`src/rtl/arith_pkg.sv`:
```
// Shared arithmetic-unit definitions: controller state encoding used by
// the sequential multiplier and divider, plus their handshake timing rules.
package arith_pkg;

  // Handshake: start is sampled only while busy=0. busy rises on the
  // accepting edge. done is a one-cycle pulse and results hold until the
  // next done. A start seen in the done cycle is accepted, because the
  // controller is already back in IDLE.
  typedef enum logic [1:0] {
    IDLE   = 2'd0,
    DIVIDE = 2'd1,
    FIXUP  = 2'd2
  } state_t;

endpackage

```
`src/rtl/div_step.sv`:
```
// One restoring-division iteration: shift {r,q} left, trial-subtract d,
// keep or restore, and shift in the new quotient bit.
// Ports: r/q/d = current partial remainder, quotient, divisor magnitudes;
//        r_next/q_next = values after this iteration.
module div_step
  import arith_pkg::*;
#(
  parameter int N = 8
) (
  input  logic [N:0]   r,
  input  logic [N-1:0] q,
  input  logic [N:0]   d,
  output logic [N:0]   r_next,
  output logic [N-1:0] q_next
);

  logic [N+1:0] rs;
  logic [N+1:0] t;

  always_comb begin
    rs = {r, q[N-1]};
    t  = rs - {1'b0, d};
    // t[N+1] set means the trial subtraction went negative: restore.
    if (!t[N+1]) begin
      r_next = t[N:0];
      q_next = {q[N-2:0], 1'b1};
    end else begin
      r_next = rs[N:0];
      q_next = {q[N-2:0], 1'b0};
    end
  end

endmodule

```
`src/rtl/seq_divider.sv`:
```
// Sequential signed restoring divider with a start/busy/done handshake.
// Ports: start/dividend/divisor in; busy, done pulse, quotient, remainder,
//        div_zero and overflow out (results and flags held until next done).
module seq_divider
  import arith_pkg::*;
#(
  parameter int N = 8
) (
  input  logic         clk,
  input  logic         reset,
  input  logic         start,
  input  logic [N-1:0] dividend,
  input  logic [N-1:0] divisor,
  output logic         busy,
  output logic         done,
  output logic [N-1:0] quotient,
  output logic [N-1:0] remainder,
  output logic         div_zero,
  output logic         overflow
);

  localparam int CW = $clog2(N) + 1;
  localparam logic [CW-1:0] LAST = CW'(N - 1);
  localparam logic [N-1:0] MINV = {1'b1, {(N-1){1'b0}}};

  state_t state, state_n;
  logic accept;

  logic [CW-1:0] count;
  logic [N-1:0]  q_reg;
  logic [N:0]    d_reg;
  logic [N:0]    r_reg;
  logic          sign_dd, sign_dv;
  logic          dz, ovf;

  logic [N:0]    r_next;
  logic [N-1:0]  q_next;
  logic [N:0]    r_neg;

  function automatic logic [N-1:0] mag(input logic [N-1:0] v);
    return v[N-1] ? -v : v;
  endfunction

  div_step #(.N(N)) u_step (
    .r      (r_reg),
    .q      (q_reg),
    .d      (d_reg),
    .r_next (r_next),
    .q_next (q_next)
  );

  assign busy  = (state != IDLE);
  assign r_neg = -r_reg;

  always_ff @(posedge clk or negedge reset) begin
    if (!reset) state <= IDLE;
    else        state <= state_n;
  end

  // Divide-by-zero spends one idle cycle in DIVIDE without iterating,
  // giving the three-clock latency for that case.
  always_comb begin
    state_n = state;
    accept  = 1'b0;
    unique case (state)
      IDLE: begin
        if (start) begin
          accept  = 1'b1;
          state_n = DIVIDE;
        end
      end
      DIVIDE: begin
        if (dz || count == LAST) state_n = FIXUP;
      end
      FIXUP:   state_n = IDLE;
      default: state_n = IDLE;
    endcase
  end

  always_ff @(posedge clk or negedge reset) begin
    if (!reset) begin
      count     <= '0;
      q_reg     <= '0;
      d_reg     <= '0;
      r_reg     <= '0;
      sign_dd   <= 1'b0;
      sign_dv   <= 1'b0;
      dz        <= 1'b0;
      ovf       <= 1'b0;
      done      <= 1'b0;
      quotient  <= '0;
      remainder <= '0;
      div_zero  <= 1'b0;
      overflow  <= 1'b0;
    end else begin
      done <= 1'b0;
      if (accept) begin
        q_reg   <= mag(dividend);
        d_reg   <= {1'b0, mag(divisor)};
        r_reg   <= '0;
        sign_dd <= dividend[N-1];
        sign_dv <= divisor[N-1];
        dz      <= (divisor == '0);
        ovf     <= (dividend == MINV) && (divisor == '1);
        count   <= '0;
      end else if (state == DIVIDE && !dz) begin
        r_reg <= r_next;
        q_reg <= q_next;
        count <= count + CW'(1);
      end else if (state == FIXUP) begin
        done     <= 1'b1;
        div_zero <= dz;
        overflow <= ovf;
        if (dz) begin
          // q_reg still holds |dividend|; re-sign it.
          quotient  <= '1;
          remainder <= sign_dd ? -q_reg : q_reg;
        end else begin
          quotient  <= (sign_dd ^ sign_dv) ? -q_reg : q_reg;
          remainder <= sign_dd ? r_neg[N-1:0] : r_reg[N-1:0];
        end
      end
    end
  end

endmodule

```
`config.mk`:
```
export PLATFORM = sky130hd
export DESIGN_NAME = seq_divider
export DESIGN_NICKNAME = d
export VERILOG_FILES = /design/src/rtl/arith_pkg.sv /design/src/rtl/div_step.sv /design/src/rtl/seq_divider.sv
export SDC_FILE = /design/constraint.sdc
export NUM_CORES = 1
export LEC_CHECK = 0
export ABC_AREA = 1
export CAP_MARGIN = 20
export CORE_ASPECT_RATIO = 1.25
export CORE_MARGIN = 10
export CORE_UTILIZATION = 61
export DETAILED_ROUTE_END_ITERATION = 10
export PLACE_DENSITY = 0.85
export SYNTH_ARGS = -nofsm -noshare
export SYNTH_HDL_FRONTEND = slang
export SYNTH_SLANG_ARGS = --single-unit
```
`constraint.sdc`:
```
create_clock -name clk -period 2.9 [get_ports clk]
set_input_delay 0.58 -clock clk [delete_from_list [all_inputs] [get_ports clk]]
set_output_delay 0.58 -clock clk [all_outputs]
set_load 0.005 [all_outputs]
```
# == Yosys cells after proc, flatten, opt, wreduce, memory -nomap -nowiden ==
# Index checks and enable logic that the tools add are counted.
# totals
regBits,54
word_cells,63
out_inout_bits,20
# op_classes
reduce_logical,10
eq_ne,7
mux,23
add_sub_neg,6
bitwise_logic,3
# op_table
cell,count
two-way mux 8 bit,9
negation 8 bit,4
two-way mux 9 bit,3
== test 8 bit (second input constant),2
subtractor 10 x 8 -> 10 bit,1
logical NOT 8 bit,1
two-way mux 4 bit,2
two-way mux 1 bit,6
adder 4 x 1 -> 4 bit (second input constant),1
== test 4 x 3 -> 1 bit (second input constant),1
two-way mux 2 bit,2
inequality test 2 bit (second input constant),2
case mux 2 bit (2 select lines),1
nonzero test 2 bit,2
AND reduction 3 bit,1
== test 2 x 1 -> 1 bit (second input constant),1
== test 2 bit (second input constant),1
logical AND 1 bit,2
logical NOT 2 bit,1
NOT 1 bit,2
AND reduction 2 bit,1
logical NOT 1 bit,1
logical OR 1 bit,1
XOR 1 bit,1

# == Logic depth before layout (Yosys ltp) ==
# depth
depth_word,4
depth_mapped,13

# == Modules after synthesis ==
# A second synthesis with hierarchy kept.
# unflattened
hier_cells,536
hier_area_um2,3828.7
# modules_own_cells
mod,seq_area_each_um2,cells_per_inst,instances,area_each_um2
seq_divider,1351.3,392,1,2977.9
div_step,0.0,144,1,850.8

# == Worst setup path before layout ==
# No wires, ideal clock.
# synth_timing
kind,reg-to-reg
startpoint,reg q_reg[7]
endpoint,reg r_reg[8]
t_arrival_ns,1.622
path_stages_with_launch,13
setup_slack_ns,1.161
n_path_buf,0
cell_sequence,dfrtp_1 inv_1 ha_1 inv_1 fa_1 nand2_1 nand2_1 nand2_1 nand3_1 nand2_1 nand3_1 nand3_1 nand2_1
# synth_between
elab_chain_cells,4
# synth_rtl
item,line,rtl
start: declaration,seq_divider.sv:30,logic [N-1:0] q_reg;
start signal: assignment,seq_divider.sv:98,q_reg <= mag(dividend);
start signal: assignment,seq_divider.sv:108,q_reg <= q_next;
subtractor 10 x 8 -> 10 bit,div_step.sv:22,"t = rs - {1'b0, d};"
two-way mux 9 bit,div_step.sv:24,if (!t[N+1]) begin
two-way mux 9 bit,seq_divider.sv:106,end else if (state == DIVIDE && !dz) begin
two-way mux 9 bit,seq_divider.sv:97,if (accept) begin
end signal: assignment,seq_divider.sv:107,r_reg <= r_next;
end: declaration,seq_divider.sv:32,logic [N:0] r_reg;
# Every way passes these cells. The select of a mux whose other input is x is not followed.
# A chain may end at the register's enable or synchronous reset.

# == Final worst setup path ==
# layout_timing
startpoint,reg state[0]
endpoint,out busy
# layout_between
elab_chain_cells,1
# layout_rtl
item,line,rtl
start: declaration,seq_divider.sv:26,"state_t state, state_n;"
start signal: assignment,seq_divider.sv:57,else state <= state_n;
nonzero test 2 bit,seq_divider.sv:52,assign busy = (state != IDLE);
end: declaration,seq_divider.sv:14,"output logic busy,"
# Every way passes these cells.

==> impl_metrics.ini <==
[status]
status = completed

[synthesis]
synth_edf_count = 0
yosysSeqAreaShare_pct = 37.9
synthFlopType = dfrtp_1
synth_mux_area_share_pct = 0
synth-async-reset-ratio_pct = 100
mappedNetlistArea_sq_um = 3570
syn_inst = 475
synth-adder-area-share_pct = 5.47
synthSimpleGateAreaFrac_pct = 31.6
syn_avg_cell_area_sq_um = 7.51
ys_ff_latch = 54
synth_nets = 509
synth_cell_types = 36
yosys.area_share.xor_xnor_pct = 4.14
synth_top_family_by_area = simple AND/OR/NAND/NOR gates
yosysWarningCount = 0
synth_compound_area_share_pct = 12.2

[global_route]
grtUsageMet2_pct = 33.7
grt_pass1_vias = 3252
use_met1_pct = 23.6
grt_busiest_layer = met2
grt_overflow = 0
grt_max_degree = 29
grt_pass1_wl_mm = 14.8
grt.total_usage_pct = 19.2
use_met3_pct = 3.00
grt_antenna_before_repair = 0

[clock_network]
clkTransAtPathRegs_ps = 110
cts_repair_resize_count = 0
cts_hold_buf = 0
post-cts-setup-buffers = 0
clkSinkCount = 54
ctsRootBufferMaster = clkbuf_8
clockBufferDepth = 2
clk_latency_ps = 320
cts_made_buffers = 5
cts_tree = done
htree_levels = 2

[timing]
slew_headroom_pct = 58.6
finalCritPeriodShare_pct = 70.0
fin_skew_ps = 13.3
worst_pin_slew_ps = 622
fin_tns_setup_ps = 0
rsz0062_at_grt = no
slew_violations = 0
fin_crit_ps = 2030
hold_violations = 0
timing.fmax_mhz = 492
final-setup-viol-count = 0

[finish]
final_net_count = 547
diodes = 0
largest_register_ff_count = 9
fin_cells = 580
final_common_cell = nand2_1
mostFrequentLayoutCells = nand2_1, inv_1, dfrtp_1, nand3_1, clkdlybuf4s50_1
fin_util_pct = 71.7
area_growth_pct = 15.3
fin_area_sq_um = 4110
nFillCells = 476
drive_above_1_share_pct = 7.59

[drt]
drc = 0
firstDrtPassIters = 5
vias_per_cell = 5.74
ant_nets = 0
vias = 3331
wire_per_inst_microns = 15.1
first_iter_violations = 211
wl_mm = 8.73

[power_and_ir_drop]
p_switching_w = 0.00235
seqPwrFrac_pct = 28.2
switching_share_pct = 48.3
ir_drop_uv = 707
leakage_nw = 2.05
p_clk_share_pct = 10.7
p_int_w = 0.00251
p_per_area_nw_per_um2 = 1180
comb_power_share_pct = 61.2

[setup_path]
reg2reg_from = q_reg[7]
rr_worst_depth = 12
worst_path_largest_cell_delay_ps = 500
crit_path_cell_trace = inv_2, nand2_1, clkdlybuf4s50_1
crit_required_ps = 2320
r2r_setup_slack_ps = 880
arrival_ps = 1450
cp_max_fo = 3
crit_start = state[0]
worstSetupPathType = flip-flop to output pin
critical_path_buf_inv_count = 2
end_kind = output pin
r2r-end = r_reg[8]
cp_slowest_cell = clkdlybuf4s50_1
cp_top_family = buffers and inverters
cp-endpoint = busy
path_depth = 3
start_kind = flip-flop

[placement]
place_area_sq_um = 4000
dp.cells = 572
routabilityCongestion = 0.940
io_buffers = 38
hpwlAfterDp_mm = 6.86

[die]
rows = 31
die_w_microns = 88.4
ioPinCount = 39
core-area_sq_um = 5740
die_area_sq_um = 9330
die_y_microns = 105
start_util_pct = 62.1

[hold_path]
min_path_type = primary input to asynchronous set/reset pin

[flow_run]
drv_cap = 0
how the worst min path moves through the flow:
stage / endpoint / slack, ps
2_1_floorplan: count[0] / 280
4_1_cts: div_zero / 280
3_5_place_dp: state[1] / 450
5_1_grt: div_zero / 310
3_3_place_gp: state[1] / 440
6_report: div_zero / 260
cells in the mapped netlist, drive strengths merged (3+ instances only):
cell type,number,area share [%]
ha,14,4.9
xor2,11,2.7
a31oi,6,1.1
o21ai,25,3.5
dfrtp,54,38
nand2,140,16
a21oi,20,3.1
nand3,57,9.4
o211ai,7,1.5
o221ai,7,1.7
buf,7,1.2
nor2,27,3.4
nand4,10,2.1
inv,69,7.3
o41ai,3,0.74
nor3,4,0.56
xnor2,5,1.4
worst register-to-register path, stage by stage (launching register included):
cell and delay, ps:
dfrtp_1 440, inv_1 150, ha_1 170, inv_1 110
fa_1 440, nand2_1 90, nand2_1 80, nand2_1 90
nand3_1 70, nand2_1 70, nand3_1 70, nand3_1 80
nand2_1 50
power groups by stage:
stage | Clock [W] | Combinational (W) | Sequential [W]
after detailed placement | 0 | 0.00295 | 0.00138
after global routing | 0.000548 | 0.00337 | 0.00141
after global placement | 0 | 0.00286 | 0.00137
final | 0.000520 | 0.00298 | 0.00137
after CTS | 0.000523 | 0.00298 | 0.00136
after floorplan | 0 | 0.00223 | 0.00130
area by class of cell:
type / instances / area, sq um / area share (%)
clock buffers: 5 / 68.8 / 1.67
clock inverters: 3 / 43.8 / 1.06
inverters: 69 / 259 / 6.30
multi-input cells: 343 / 1910 / 46.3
flip-flops and latches: 54 / 1350 / 32.8
well taps: 66 / 82.6 / 2.01
repair buffers: 40 / 403 / 9.79
through the flow:
stage          worst slack, ps  hold WS (ps)  total power [W]
2_1_floorplan             1160           284          0.00352
3_3_place_gp               855           443          0.00422
3_5_place_dp               671           447          0.00433
4_1_cts                    854           282          0.00486
5_1_grt                    741           312          0.00532
6_report                   869           260          0.00487
kinds of logic after synthesis:
kind of cell	count (synthesis)
simple gates	241
buf+inv	78
compound gates	71
flops	54
xor+xnor	16
fa+ha+maj	15
routing by layer:
layer	share of wire [%]	vias to the layer above
met5	0	-
met4	1.3	0
met3	4.8	15
met2	51	103
met1	43	1569
li1	-	1644
No activity file was read; power rests on OpenSTA's default activity.
